<file path="src/rtl/muldiv_pkg.sv">
// Shared types and constants for the HI/LO multiply/divide sequencer.
package muldiv_pkg;

    // Sequencer phases: waiting, iterating, writing HI/LO.
    typedef enum logic [1:0] {
        IDLE  = 2'd0,
        CALC  = 2'd1,
        FIXUP = 2'd2
    } state_t;

    // Decoder hilo field of the instruction in ID.
    localparam logic [1:0] HILO_NONE = 2'b00;
    localparam logic [1:0] HILO_HI   = 2'b10;
    localparam logic [1:0] HILO_LO   = 2'b01;

    // R-type funct codes handled by (or reading from) this unit.
    localparam logic [5:0] FN_MULT = 6'b011000;
    localparam logic [5:0] FN_DIV  = 6'b011010;
    localparam logic [5:0] FN_MFHI = 6'b010000;
    localparam logic [5:0] FN_MFLO = 6'b010010;

    // Any non-zero hilo code reads HI/LO; the illegal 11 is treated as a read.
    function automatic logic is_hilo_read(input logic [1:0] hilo);
        return hilo != HILO_NONE;
    endfunction

endpackage

</file>
<file path="src/rtl/muldiv_step.sv">
// One combinational iteration of the sequencer datapath on the pair {acc, op}.
// mult: acc = running high half, op = multiplier bits (consumed LSB first),
//       operand = multiplicand magnitude.
// div:  acc = partial remainder, op = dividend shifting out / quotient shifting in,
//       operand = divisor magnitude.
module muldiv_step #(
    parameter int WIDTH = 32
) (
    input  logic             is_div,
    input  logic [WIDTH-1:0] acc,
    input  logic [WIDTH-1:0] op,
    input  logic [WIDTH-1:0] operand,
    output logic [WIDTH-1:0] acc_next,
    output logic [WIDTH-1:0] op_next
);

    logic [WIDTH:0]   sum;
    logic [WIDTH:0]   shifted;
    logic [WIDTH-1:0] rem_trial;
    logic             fits;

    // Trial subtraction: the remainder after subtracting is always below the
    // divisor, so the low WIDTH bits of the wrapped difference are exact.
    assign sum       = {1'b0, acc} + {1'b0, operand};
    assign shifted   = {acc, op[WIDTH-1]};
    assign fits      = shifted >= {1'b0, operand};
    assign rem_trial = shifted[WIDTH-1:0] - operand;

    // Select the add-shift or restore/subtract step.
    always_comb begin
        acc_next = acc;
        op_next  = op;
        if (is_div) begin
            if (fits) begin
                acc_next = rem_trial;
                op_next  = {op[WIDTH-2:0], 1'b1};
            end else begin
                acc_next = shifted[WIDTH-1:0];
                op_next  = {op[WIDTH-2:0], 1'b0};
            end
        end else begin
            if (op[0]) begin
                {acc_next, op_next} = {sum, op[WIDTH-1:1]};
            end else begin
                {acc_next, op_next} = {1'b0, acc, op[WIDTH-1:1]};
            end
        end
    end

endmodule

</file>
<file path="src/rtl/muldiv_seq.sv">
// Iterative signed mult/div sequencer owning HI/LO, with pipeline stall control.
module muldiv_seq
    import muldiv_pkg::*;
#(
    parameter int WIDTH = 32
) (
    input  logic             clk,
    input  logic             reset,
    input  logic             start,
    input  logic             is_div,
    input  logic [WIDTH-1:0] srca,
    input  logic [WIDTH-1:0] srcb,
    input  logic [1:0]       hilo_rd,
    output logic [WIDTH-1:0] hi,
    output logic [WIDTH-1:0] lo,
    output logic             busy,
    output logic             stall,
    output logic             done,
    output logic             divzero
);

    localparam int CW = (WIDTH > 1) ? $clog2(WIDTH) : 1;
    localparam logic [CW-1:0] LAST = CW'(WIDTH - 1);

    state_t           state_reg, state_next;
    logic [CW-1:0]    count_reg, count_next;
    logic [WIDTH-1:0] acc_reg, acc_next;
    logic [WIDTH-1:0] op_reg, op_next;
    logic [WIDTH-1:0] operand_reg, operand_next;
    logic             is_div_reg, is_div_next;
    logic             sign_a_reg, sign_a_next;
    logic             sign_b_reg, sign_b_next;
    logic             divzero_reg, divzero_next;
    logic             done_reg, done_next;
    logic [WIDTH-1:0] hi_reg, hi_next;
    logic [WIDTH-1:0] lo_reg, lo_next;

    logic [WIDTH-1:0]   abs_a, abs_b;
    logic [WIDTH-1:0]   step_acc, step_op;
    logic [2*WIDTH-1:0] product, product_neg;
    logic               div_by_zero;

    // Magnitudes as unsigned; the most negative value maps onto itself,
    // which is also its correct unsigned magnitude.
    assign abs_a       = srca[WIDTH-1] ? -srca : srca;
    assign abs_b       = srcb[WIDTH-1] ? -srcb : srcb;
    assign div_by_zero = is_div && (srcb == '0);
    assign product     = {acc_reg, op_reg};
    assign product_neg = -product;

    muldiv_step #(.WIDTH(WIDTH)) u_step (
        .is_div   (is_div_reg),
        .acc      (acc_reg),
        .op       (op_reg),
        .operand  (operand_reg),
        .acc_next (step_acc),
        .op_next  (step_op)
    );

    // Next-state and datapath updates for accept, iterate and fixup.
    always_comb begin
        state_next   = state_reg;
        count_next   = count_reg;
        acc_next     = acc_reg;
        op_next      = op_reg;
        operand_next = operand_reg;
        is_div_next  = is_div_reg;
        sign_a_next  = sign_a_reg;
        sign_b_next  = sign_b_reg;
        divzero_next = divzero_reg;
        done_next    = 1'b0;
        hi_next      = hi_reg;
        lo_next      = lo_reg;
        case (state_reg)
            IDLE: begin
                if (start) begin
                    is_div_next  = is_div;
                    sign_a_next  = srca[WIDTH-1];
                    sign_b_next  = srcb[WIDTH-1];
                    count_next   = '0;
                    divzero_next = div_by_zero;
                    op_next      = is_div ? abs_a : abs_b;
                    operand_next = is_div ? abs_b : abs_a;
                    if (div_by_zero) begin
                        // Park the raw dividend in acc; it becomes HI unchanged.
                        acc_next   = srca;
                        state_next = FIXUP;
                    end else begin
                        acc_next   = '0;
                        state_next = CALC;
                    end
                end
            end
            CALC: begin
                acc_next   = step_acc;
                op_next    = step_op;
                count_next = count_reg + CW'(1);
                if (count_reg == LAST) begin
                    state_next = FIXUP;
                end
            end
            FIXUP: begin
                state_next = IDLE;
                done_next  = 1'b1;
                if (divzero_reg) begin
                    lo_next = '1;
                    hi_next = acc_reg;
                end else if (is_div_reg) begin
                    // MIN / -1 yields magnitude 2^(W-1), negated back to itself.
                    lo_next = (sign_a_reg ^ sign_b_reg) ? -op_reg : op_reg;
                    hi_next = sign_a_reg ? -acc_reg : acc_reg;
                end else begin
                    {hi_next, lo_next} = (sign_a_reg ^ sign_b_reg) ? product_neg : product;
                end
            end
            default: begin
                state_next = IDLE;
            end
        endcase
    end

    // State register; reset aborts any operation in flight.
    always_ff @(posedge clk) begin
        if (!reset) begin
            state_reg <= IDLE;
        end else begin
            state_reg <= state_next;
        end
    end

    // Datapath, flag and HI/LO registers.
    always_ff @(posedge clk) begin
        if (!reset) begin
            count_reg   <= '0;
            acc_reg     <= '0;
            op_reg      <= '0;
            operand_reg <= '0;
            is_div_reg  <= 1'b0;
            sign_a_reg  <= 1'b0;
            sign_b_reg  <= 1'b0;
            divzero_reg <= 1'b0;
            done_reg    <= 1'b0;
            hi_reg      <= '0;
            lo_reg      <= '0;
        end else begin
            count_reg   <= count_next;
            acc_reg     <= acc_next;
            op_reg      <= op_next;
            operand_reg <= operand_next;
            is_div_reg  <= is_div_next;
            sign_a_reg  <= sign_a_next;
            sign_b_reg  <= sign_b_next;
            divzero_reg <= divzero_next;
            done_reg    <= done_next;
            hi_reg      <= hi_next;
            lo_reg      <= lo_next;
        end
    end

    assign hi      = hi_reg;
    assign lo      = lo_reg;
    assign done    = done_reg;
    assign divzero = divzero_reg;
    assign busy    = (state_reg != IDLE);
    // Hold the pipeline while an op is pending and EX/ID needs the unit or HI/LO;
    // the IDLE term covers a new op in EX racing an mfhi/mflo in ID.
    assign stall   = (busy && (start || is_hilo_read(hilo_rd)))
                   || ((state_reg == IDLE) && start && is_hilo_read(hilo_rd));

endmodule

</file>
<file path="config.mk">
export PLATFORM = sky130hd
export DESIGN_NAME = muldiv_seq
export DESIGN_NICKNAME = d
export VERILOG_FILES = /design/src/rtl/muldiv_pkg.sv /design/src/rtl/muldiv_step.sv /design/src/rtl/muldiv_seq.sv
export SDC_FILE = /design/constraint.sdc
export NUM_CORES = 1
export LEC_CHECK = 0
export CORE_MARGIN = 3
export CORE_UTILIZATION = 38
export CTS_BUF_LIST = sky130_fd_sc_hd__clkbuf_8
export CTS_CLUSTER_SIZE = 12
export DETAILED_ROUTE_END_ITERATION = 7
export PLACE_DENSITY = 0.53
export SYNTH_ARGS = -nofsm -noshare
export SYNTH_HDL_FRONTEND = slang
export SYNTH_HIERARCHICAL = 1
export SYNTH_SLANG_ARGS = --single-unit
</file>
<file path="constraint.sdc">
create_clock -name clk -period 5.5 [get_ports clk]
set_clock_uncertainty 0.05 [all_clocks]
set_input_delay 1.1 -clock clk [delete_from_list [all_inputs] [get_ports clk]]
set_output_delay 1.1 -clock clk [all_outputs]
set_load 0.005 [all_outputs]
</file>
==> metrics.csv, run 1 <==
stage,metric,value,unit
power_and_ir_drop,peakVddDrop,0.0001661,V
critical_path,path_max_fanout,56,
sta,fmax,242.7,MHz
routing,drt-pass1-iter-count,5,
logic_synthesis,ys_ff_latch,172,
global_route,grt_pass1_vias,15636,
cells_and_area,final_util,44.35,%
cts,clock_sinks,172,
global_route,gr-total-overflow,0,
run,drv_cap,0,
placed_design,hpwl,48710,um
sta,final-hold-violation-count,0,
critical_path,rrSetupSlack,1380,ps
sta,hold_ws,430.3,ps
floorplanning,die_area,43750,um2
logic_synthesis,ys_warn_count,6,
global_route,use_met1,38.99,%
cts,cts_made_buffers,17,
global_route,grt_use_met2,45.38,%
routing,wire_per_inst,23.67,um
cells_and_area,layout_common_cells,"nand2_1, a21oi_1, dfxtp_1, nor2_1, clkdlybuf4s50_1",
hold_path,hold_class,register to register,
global_route,grt_util_met3,3.333,%
routing,routed_via_density,6.186,
cells_and_area,stdcell_count,2719,
power_and_ir_drop,leakagePower,6.836,nW
critical_path,start_kind,register,
logic_synthesis,syn_nets,2276,
routing,vias,16821,
sta,setup_viol_count_final,0,
logic_synthesis,synth-edff-count,0,
critical_path,worstPathArrival,4380,ps
sta,tightest_slew,1080,ps
critical_path,critPathCaptureType,register,
cells_and_area,drive_gt1_share,7.475,%
cts,root_buffer,clkbuf_8,
cts,clk_path_buf_depth,2,
cts,cts_setup_buffers,0,
floorplanning,fp.dieH,209.2,um
floorplanning,pin_count,138,
logic_synthesis,synth_area_per_cell,7.349,um2
sta,slew_viol_final,0,
critical_path,worstPathRequired,5760,ps
placed_design,place_area,17440,um2
logic_synthesis,netlist_instances,2134,
cells_and_area,antenna_cells,0,
global_route,track_usage,28.15,%
critical_path,critical_path_class,register to register,
cts,cts_tree,yes,
cts,clk_latency,500,ps
global_route,grt_pass1_wl,96460,um
cells_and_area,fill_cells,4176,
cts,postCtsHoldBufs,0,
sta,rsz0062_at_grt,no,
global_route,grt_max_degree,103,
cells_and_area,mostFrequentLayoutCell,nand2_1,
logic_synthesis,ys.flop_type,dfxtp_1,
cts,cts_resized,0,
global_route,antenna_found_initial,0,
cells_and_area,syn_to_final_growth,13.91,%
sta,period_needed,4121,ps
routing,dr.first_iter.drc_count,1376,
routing,ant_nets,0,
cts,clk_pin_slew_worst_paths,100,ps
global_route,gr-max-usage-layer,met2,
sta,finalCritPeriodShare,74.93,%
cells_and_area,multi_input_area,11370,um2
sta,relSlewSlack,27.37,%
logic_synthesis,netlist_area,15680,um2
placed_design,place_congestion,0.9471,
floorplanning,start_util,38.94,%
power_and_ir_drop,powerDensity,223.8,nW/um2
logic_synthesis,synth_cell_types,93,
floorplanning,core_area,40280,um2
routing,wirelength,64350,um
logic_synthesis,yosysSeqAreaShare,21.95,%
floorplanning,die_x,209.2,um
cts,htreeDepth,4,
floorplanning,num_rows,73,
cells_and_area,design_area,17870,um2
logic_synthesis,synth_async_sr_flop_share,0,%
placed_design,port-buffer-count,137,
placed_design,placed_cells,2687,
sta,tns,0,ps
routing,drc,0,
cells_and_area,layout.nets,2323,
cells_and_area,seqCellArea,3448,um2
outcome,status,finished clean,
[where the power goes]
part	internal, mW	leakage [nW]	switching, mW	total, mW
clock	0.477	0.224	0.518	0.995
combinational	0.598	5.21	0.971	1.57
sequential	1.30	1.40	0.134	1.43
total	2.37	6.84	1.62	4.00
[synthesized netlist by cell type, drive strengths merged, types with 6 or more instances]
master / count / area share, %
or4: 31 / 1.6
mux2i: 33 / 2.1
inv: 67 / 1.6
xor2: 73 / 4.1
a221oi: 11 / 0.65
clkbuf: 128 / 3.1
o221ai: 15 / 0.88
o21bai: 7 / 0.34
a21oi: 186 / 6.0
nand2: 231 / 5.5
o22ai: 10 / 0.44
dfxtp: 172 / 22
a41oi: 10 / 0.56
a21o: 35 / 1.7
and2: 11 / 0.44
a31oi: 69 / 2.8
a311oi: 21 / 1.2
a211o: 6 / 0.34
or3: 24 / 0.96
nor4: 30 / 1.2
mux2: 37 / 2.7
or2: 14 / 0.56
o31ai: 38 / 1.9
buf: 24 / 1.1
a2111oi: 8 / 0.77
nand4: 20 / 0.80
ha: 70 / 5.6
a211oi: 46 / 2.3
o21a: 8 / 0.38
nand2b: 17 / 0.68
nor3: 44 / 1.4
and3: 18 / 0.72
o21ai: 135 / 4.3
nor2: 166 / 4.0
nor2b: 28 / 1.1
nand3: 93 / 3.0
xnor2: 80 / 4.5
a21boi: 9 / 0.43
o211ai: 16 / 0.77
o41ai: 21 / 1.3
[path summary, 6_finish.rpt]
check                   from          end  cells after the start
setup reg to reg  acc_reg[2]  acc_reg[17]                     13
setup / recovery  acc_reg[2]  acc_reg[17]                     13
hold / removal        hi[19]       hi[19]                      2
hold reg to reg       hi[19]       hi[19]                      2
[final cells by class]
| type | instances | share of cell area [%] |
|---|---|---|
| Multi-Input combinational cell | 1741 | 63.64 |
| Clock buffer | 19 | 1.464 |
| Tap cell | 525 | 3.677 |
| Timing Repair Buffer | 180 | 9.566 |
| Inverter | 69 | 1.450 |
| Clock inverter | 13 | 0.9034 |
| Sequential cell | 172 | 19.30 |
[critical path: stages, from the launching register on]
cell     delay (ps)
dfxtp_1         800
ha_1            420
o211a_1         140
o21ai_0         220
a21oi_2         160
o31ai_1         430
nand2_1         250
a31oi_4         290
buf_12          290
mux2_2          400
a22oi_1         150
o21ai_0         140
nand2_1          80
a31oi_1          80
[metrics by stage]
stage	setup slack (ps)	total power, mW
global placement	1351	3.001
CTS	1384	3.998
global route	1153	4.204
detailed placement	1321	3.010
finish	1379	3.998
floorplan	2000	2.500
[layer usage]
| metal | share of wire (%) | vias up |
|---|---|---|
| li1 | - | 8009 |
| met4 | 3.3 | 0 |
| met1 | 45 | 8136 |
| met5 | 0 | - |
| met2 | 46 | 589 |
| met3 | 5.8 | 87 |
[cells by family (layout without fill, tap and decap cells)]
kind of cell | Yosys count | in the layout | share of synthesized area, %
DFF | 172 | 172 | 21.95
buffers and inverters | 221 | 281 | 5.824
muxes | 70 | 70 | 4.763
adders and majority gates | 73 | 73 | 5.903
and+or+nand+nor | 754 | 754 | 23.53
AOI/OAI and AO/OA | 691 | 691 | 29.43
xor gates and xnor gates | 153 | 153 | 8.592
Note: power is estimated with default switching activity, not from simulation.
==> run 2: changes to the inputs <==
--- a/config.mk
+++ b/config.mk
@@ -10,7 +10,7 @@
 export CTS_BUF_LIST = sky130_fd_sc_hd__clkbuf_8
 export CTS_CLUSTER_SIZE = 12
 export DETAILED_ROUTE_END_ITERATION = 7
-export PLACE_DENSITY = 0.53
+export PLACE_DENSITY = 0.56
 export SYNTH_ARGS = -nofsm -noshare
 export SYNTH_HDL_FRONTEND = slang
 export SYNTH_HIERARCHICAL = 1
==> constraint.sdc (replaced) <==
create_clock -name clk -period 3.4 [get_ports clk]
set_clock_uncertainty 0.05 [all_clocks]
set_input_delay 0.68 -clock clk [delete_from_list [all_inputs] [get_ports clk]]
set_output_delay 0.68 -clock clk [all_outputs]
set_load 0.005 [all_outputs]
==> run 2 against run 1 <==
  * First-iteration DRC count is 16% higher
  * Critical path depth stayed put
  * Power is 70% higher
  * Sequential power is 59% higher
  * Largest cell class unchanged
  * Critical path type unchanged
  * Highest routed layer unchanged
==> metrics.csv, run 2 (synthesis results as in run 1) <==
stage,metric,value,unit
outcome,status,finished clean,
sta,fmax,302.2,MHz
cells_and_area,antenna_cells,0,
routing,wirelength,67070,um
cts,root_buffer,clkbuf_8,
floorplanning,die_area,43750,um2
hold_path,hold_path_depth,2,
global_route,grt_pass1_wl,101100,um
placed_design,hpwl,52950,um
critical_path,worstPathRequired,3800,ps
floorplanning,start_util,38.94,%
critical_path,r2r_cells,13,
critical_path,path_max_fanout,4,
placed_design,place_area,19100,um2
floorplanning,num_rows,73,
critical_path,critical_path_class,register to register,
floorplanning,core_area,40280,um2
routing,drc,0,
cts,postCtsHoldBufs,0,
sta,slew_viol_final,0,
critical_path,r2r_start,acc_reg[0],
global_route,grt_max_degree,62,
routing,wire_per_inst,22.81,um
global_route,track_usage,29.36,%
sta,final-hold-violation-count,0,
routing,ant_nets,0,
global_route,grt_pass1_vias,16927,
power_and_ir_drop,powerDensity,343.4,nW/um2
sta,rsz0062_at_grt,yes,
cells_and_area,design_area,19730,um2
cells_and_area,drive_gt1_share,17.60,%
global_route,gr-total-overflow,0,
critical_path,critPathCaptureType,register,
sta,setup_viol_count_final,0,
hold_path,hold_class,register to register,
power_and_ir_drop,peakVddDrop,0.0002697,V
cts,clock_sinks,172,
hold_path,min-delay-start,hi[19],
run,drv_cap,0,
power_and_ir_drop,leakagePower,7.937,nW
cts,cts_tree,yes,
cts,clk_latency,510,ps
cts,cts_made_buffers,17,
global_route,antenna_found_initial,0,
sta,finalCritPeriodShare,97.31,%
placed_design,port-buffer-count,137,
routing,routed_via_density,6.074,
routing,drt-pass1-iter-count,6,
sta,relSlewSlack,40.80,%
critical_path,worstPathArrival,3710,ps
cells_and_area,layout_common_cells,"buf_4, nand2_1, a21oi_1, nor2_1, dfxtp_1",
floorplanning,die_x,209.2,um
cells_and_area,syn_to_final_growth,25.82,%
sta,hold_ws,427.3,ps
floorplanning,fp.dieH,209.2,um
critical_path,start_kind,register,
cts,clk_pin_slew_worst_paths,100,ps
placed_design,place_congestion,0.9559,
hold_path,whs_endpoint,hi[19],
cts,clk_path_buf_depth,2,
floorplanning,pin_count,138,
sta,period_needed,3309,ps
cts,htreeDepth,4,
sta,tightest_slew,888.1,ps
routing,dr.first_iter.drc_count,1591,
critical_path,reg2reg_to,acc_reg[29],
cells_and_area,mostFrequentLayoutCell,buf_4,
critical_path,rrSetupSlack,90,ps
routing,vias,17859,
cells_and_area,layout.nets,2545,
==> run 2: metal layers <==
metal  routed length (um)  track usage (%)  up-vias
met5                    0                0        -
met4                 2701            11.87        0
met3                 4518            4.324      115
met2                29980            46.02      720
met1                29870            40.48     8567
li1                     -                -     8457
==> run 2: how the worst max path moves through the flow <==
stage | startpoint | to | slack [ps] | cells after the start
after global placement | srcb[9] | operand_reg[29] | -220 | 9
final | acc_reg[0] | acc_reg[29] | 90 | 13
after global routing | operand_reg[14] | acc_reg[31] | -40 | 15
after floorplan | srca[11] | op_reg[29] | 320 | 8
after detailed placement | srcb[9] | operand_reg[29] | -240 | 9
after CTS | acc_reg[0] | acc_reg[27] | 10 | 14
==> run 2: power breakdown <==
| part | internal (mW) | total [mW] | switching, mW |
|---|---|---|---|
| sequential | 2.10 | 2.28 | 0.173 |
| combinational | 1.29 | 3.05 | 1.76 |
| clock | 0.601 | 1.45 | 0.850 |
| total | 3.99 | 6.78 | 2.79 |
==> run 2: worst max-delay path: stages (launching register included) <==
cell and delay, ps:
dfxtp_1 360, ha_1 240, fa_2 380, a21o_1 200
a31o_1 270, nand3_2 120, a31oi_1 150, a2111oi_4 360
o31ai_4 150, a31o_1 250, mux2_1 320, a2bb2oi_1 160
nand2_1 70, a31oi_1 150
==> run 2: stage by stage <==
step                      setup TNS (ps)  total power [mW]  setup slack, ps  util [%]  instances
final                                  0             6.777            91.39     48.99       2940
after global routing              -148.4             7.111           -44.38     48.99       2940
after CTS                              0             6.656            11.12     48.43       2936
after detailed placement           -3700             5.199           -243.2     47.43       2905
after global placement             -2213             5.186           -216.3     47.43       2905
after floorplan                        0             4.044            320.2         -       2134
==> run 2: repair_timing <==
action | 4_1_cts | 5_1_grt
setup endpoints to repair | 5 | 33
pin swaps | 4 | 14
hold endpoints to repair | 0 | 0
buffers inserted | 0 | 4
gates resized for setup | 9 | 47
==> run 2: layout make-up <==
cell class / instances / area (um2)
timing repair buffer: 402 / 3405
multi-input combinational: 1741 / 11580
fill: 4084 / 20550
clock buffer: 18 / 247.7
tap: 525 / 656.9
inverter: 69 / 259.0
sequential: 172 / 3467
clock inverter: 13 / 117.6
==> RTL edit 1: new RTL, config.mk and constraints of run 2 <==
Encoding of `state_t`: now one-hot (3 bits for 3 states).
--- a/src/rtl/muldiv_pkg.sv
+++ b/src/rtl/muldiv_pkg.sv
@@ -4,6 +4,6 @@
     // Sequencer phases: waiting, iterating, writing HI/LO.
-    typedef enum logic [1:0] {
-        IDLE  = 2'd0,
-        CALC  = 2'd1,
-        FIXUP = 2'd2
+    typedef enum logic [2:0] {
+        IDLE  = 3'b001,
+        CALC  = 3'b010,
+        FIXUP = 3'b100
     } state_t;
Function: no difference found for any inputs over 10 cycles, from zero or initial values and one cycle with reset low; not proved beyond that.
==> RTL edit 1 against run 2 <==
Synthesized cell count rose by 0.19%. Routed wire length rose by 3.7%. Non-clock buffer count rose by 44. Sequential cell count rose by 1. Via count rose by 1.6%. Power fell by 5.9%. Worst setup slack got worse by 0.071 ns. Synthesized area fell by 1.3%. Final area rose by 2.0%. Critical endpoint is now acc_reg[25]$_SDFFE_PN0P_.
==> RTL edit 1: results (changes against run 2) <==
power_and_ir_drop:
  p_leak_uw: 0.00832  # +4.8%
  vdd_drop_max_uv: 231  # -14%
worst_setup_path:
  rr_endpoint: "acc_reg[25]$_SDFFE_PN0P_"
  reg2reg_slack_ns: 0.02  # -0.07 ns
  cp-startpoint: "operand_reg[0]$_SDFFE_PN0P_"
  critPathArrivalTime_ns: 3.73  # +0.02 ns
  r2r_cells: 14  # +1
  timing.rr.start: "operand_reg[0]$_SDFFE_PN0P_"
grt:
  grt_max_degree: 63  # +1.6%
  grt_pass1_vias: 17100  # +1.1%
  grt_antenna_before_repair: 1  # +1
  grt_usage_pct: 30.6  # +1.2 points
  grt_pass1_wl_mm: 103  # +1.7%
drt:
  via_per_inst: 6.03  # -0.66%
  avgRoutedWirePerCell_um: 23.1  # +1.4%
  drtIter0Drc: 1834  # +15%
logic_synthesis:
  synth_xor_area_share_pct: 9.57  # +0.97 points
  ys_seq_area_share_pct: 22.4  # +0.43 points
  ys_types: 87  # -6.5%
  synth_nets: 2280  # +0.18%
  synth_commonest_cells: "nand2_1 (242), a21oi_1 (212), nor2_1 (177), dfxtp_1 (173), o21ai_0 (151)"
  syn_inst: 2138  # +0.19%
  synth_compound_area_share_pct: 29.0  # -0.38 points
  synth_mux_area_share_pct: 4.03  # -0.74 points
  yosysWarnings: 6  # unchanged
worst_hold_path:
  min_to: "hi[18]$_SDFFE_PN0P_"
  worstHoldStart: "hi[18]$_SDFFE_PN0P_"
status:
  status: "finished, final reports clean"
clocking:
  clk_pin_slew_ns: 0.12  # +0.02 ns
  clk_latency_ns: 0.54  # +0.03 ns
placement:
  place_congestion: 1.01  # +5.3%
  place_area_mm2: 0.0193  # +0.84%
  post-dp-hpwl_mm: 54.7  # +3.4%
sta:
  tightestPinTransition_ns: 1.12  # +0.229 ns
  whs_ns: 0.421  # -0.00618 ns
finish:
  drive_above_1_share_pct: 19.5  # +1.9 points
## RTL edit 1: cell types whose count changed in the layout (fill, tap and decap cells not counted), sizes merged, moves of 11 or more
cell	change
a21oi	+28
a311oi	-14
a31oi	-18
buf	+43
nand2	+11
nor2	+12
o21ai	+22
or3	-11
or4	-12
xor2	+14
## RTL edit 1: worst max-delay path, cell delays in order (launching register included)
cell	delay, ns
dfxtp_2	0.36
buf_6	0.12
ha_4	0.15
fa_2	0.37
a21o_1	0.20
a31o_1	0.21
nand3_2	0.12
a31oi_4	0.11
a2111oi_4	0.38
o31ai_4	0.16
a211oi_1	0.32
xor2_1	0.34
o211ai_1	0.16
nand2_1	0.09
a31oi_1	0.08
## RTL edit 1: cell type report
cell class	count	area share, %
Clock buffer	17	1.16
Timing Repair Buffer	446	18.7
Tap cell	525	3.26
Clock inverter	15	0.957
Sequential cell	173	17.4
Inverter	74	1.38
Multi-Input combinational cell	1757	57.2
## RTL edit 1: metal layers
metal / wire (µm) / up-vias / GRT usage, %
met4: 3700 / 0 / 14.6
met1: 28800 / 8667 / 39.7
met2: 32100 / 838 / 49.9
met5: 0 / - / 0
li1: - / 8487 / -
met3: 4930 / 154 / 4.53
## RTL edit 1: report_power, final
part	switching (µW)	internal (µW)	total, µW
Combinational	1450	1070	2520
Clock	935	690	1620
Sequential	128	2110	2230
Total	2520	3860	6380
## RTL edit 1: through the flow
step           setup slack [ns]  total power [µW]  util [%]
2_1_floorplan             0.309              3620         -
3_3_place_gp             -0.287              4650      48.2
3_5_place_dp             -0.325              4660      48.2
4_1_cts                 0.00428              6280      49.3
5_1_grt                 -0.0463              6670      50.3
6_report                 0.0203              6380      50.3
## RTL edit 1: timing repair
action	in CTS	in global routing
resized for setup	5	73
endpoints found under the setup margin	8	22
pin swaps	6	25
buffers inserted	0	8
==> RTL edit 2: new RTL, flow settings as in run 2 <==
Made on the original files. `WIDTH` is set to 32 in 2 places; all go to 16.
--- a/src/rtl/muldiv_step.sv
+++ b/src/rtl/muldiv_step.sv
@@ -6,3 +6,3 @@
 module muldiv_step #(
-    parameter int WIDTH = 32
+    parameter int WIDTH = 16
 ) (
--- a/src/rtl/muldiv_seq.sv
+++ b/src/rtl/muldiv_seq.sv
@@ -4,3 +4,3 @@
 #(
-    parameter int WIDTH = 32
+    parameter int WIDTH = 16
 ) (
Interface: changed (resized hi, lo, srca and srcb); port bits go from 138 to 74. The function was not compared with the original's and may differ.
==> RTL edit 2 against run 2 <==
Worst setup slack better by 0.24 ns. Final cell count down 54%. Power down 48%. Routed wire length down 59%. Final area down 54%. Synthesized area down 51%. Sequential cell count down 81. Die area down 50%. Sequential share of layout area up 2.5 points. Combinational power down 53%. Largest cell class unchanged.
==> RTL edit 2: results (changes against run 2) <==
worst_setup_path:
  cp-startpoint: "acc_reg[1]$_SDFFE_PN0P_"
  rr_endpoint: "acc_reg[14]$_SDFFE_PN0P_"
  critPathMaxFanout: 5  # +1
  crit_path_top_delay_cell: "dfxtp_1"
  critPathArrivalTime_ns: 3.31  # -0.40 ns
  reg2reg_slack_ns: 0.33  # +0.24 ns
  r2r_cells: 10  # -3
grt:
  grt_usage_pct: 24.6  # -4.8 points
  grt_pass1_vias: 7630  # -55%
  grt_max_degree: 49  # -21%
logic_synthesis:
  synth_xor_area_share_pct: 7.07  # -1.5 points
  ys_types: 78  # -16%
  synthAdderAreaFrac_pct: 6.69  # +0.79 points
  synth.area.top_cells: "dfxtp_1 (24%), ha_1 (6.0%), nand2_1 (5.8%), a21oi_1 (4.0%), nand3_1 (3.8%)"
  synth_nets: 1096  # -52%
  synth_commonest_cells: "nand2_1 (119), dfxtp_1 (91), nor2_1 (70), a21oi_1 (62), nand3_1 (58)"
  ys_seq_area_share_pct: 23.8  # +1.8 points
  synth_compound_area_share_pct: 27.4  # -2.0 points
  synth_mux_area_share_pct: 3.92  # -0.84 points
finish:
  nonClkBufAreaFrac_pct: 12.0  # -5.3 points
  clock_area_share_pct: 2.47  # +0.62 points
  drive_above_1_share_pct: 10.8  # -6.8 points
  fill_cells: 2072  # -49%
  seq_cells: 91  # -47%
  seq_area_mm2: 0.00182  # -47%
  multi_input_area_mm2: 0.00544  # -53%
placement:
  dpl.cell_count: 1346  # -54%
  place_congestion: 0.913  # -4.5%
  post-dp-hpwl_mm: 20.5  # -61%
  port_buffers: 73  # -47%
drt:
  via_per_inst: 6.02  # -0.91%
  drtIter0Drc: 588  # -63%
  first_pass_iters: 5  # -1
  wirelength_mm: 27.4  # -59%
status:
  status: "finished, final reports clean"
clocking:
  ctsResizeCount: 0  # -9
  clk_latency_ns: 0.39  # -0.12 ns
  htree_num_levels: 3  # -1
power_and_ir_drop:
  vdd_drop_max_uv: 175  # -35%
  p_leak_uw: 0.00345  # -57%
## RTL edit 2: cell count changes after synthesis, sizes merged, moves of 33 or more
cell / run 2 / this run
nand3: 93 / 58
o21ai: 135 / 51
dfxtp: 172 / 91
a21oi: 186 / 62
nor2: 166 / 70
xnor2: 80 / 33
xor2: 73 / 28
ha: 70 / 37
nand2: 231 / 119
clkbuf: 128 / 46
## RTL edit 2: power by group
group,internal [µW],switching (µW)
Sequential,1140,105
Clock,421,448
Combinational,574,849
Total,2130,1400
## RTL edit 2: layer usage
metal / GRT usage [%] / up-vias / part of all wire (%)
met2: 38.9 / 313 / 45
met1: 34.3 / 3905 / 45
met5: 0 / - / 0
li1: - / 3934 / -
met4: 8.59 / 0 / 3.2
met3: 3.34 / 46 / 6.8
## RTL edit 2: through the flow
stage / setup slack [ns] / instance area, µm² / total power, µW
6_report: 0.333 / 9070 / 3540
3_5_place_dp: 0.381 / 8850 / 2660
4_1_cts: 0.345 / 9070 / 3530
5_1_grt: 0.119 / 9070 / 3730
3_3_place_gp: 0.409 / 8850 / 2660
2_1_floorplan: 0.665 / 7660 / 2160
## RTL edit 2: worst min-delay path by stage
stage                              startpoint                  end  slack [ns]  cells past startpoint
final                     hi[12]$_SDFFE_PN0P_  hi[12]$_SDFFE_PN0P_        0.44                      2
after global routing      hi[12]$_SDFFE_PN0P_  hi[12]$_SDFFE_PN0P_        0.46                      2
after CTS                 hi[12]$_SDFFE_PN0P_  hi[12]$_SDFFE_PN0P_        0.44                      2
after detailed placement  hi[12]$_SDFFE_PN0P_  hi[12]$_SDFFE_PN0P_        0.43                      2
after global placement    hi[15]$_SDFFE_PN0P_  hi[15]$_SDFFE_PN0P_        0.42                      2
after floorplan           hi[12]$_SDFFE_PN0P_  hi[12]$_SDFFE_PN0P_        0.41                      2
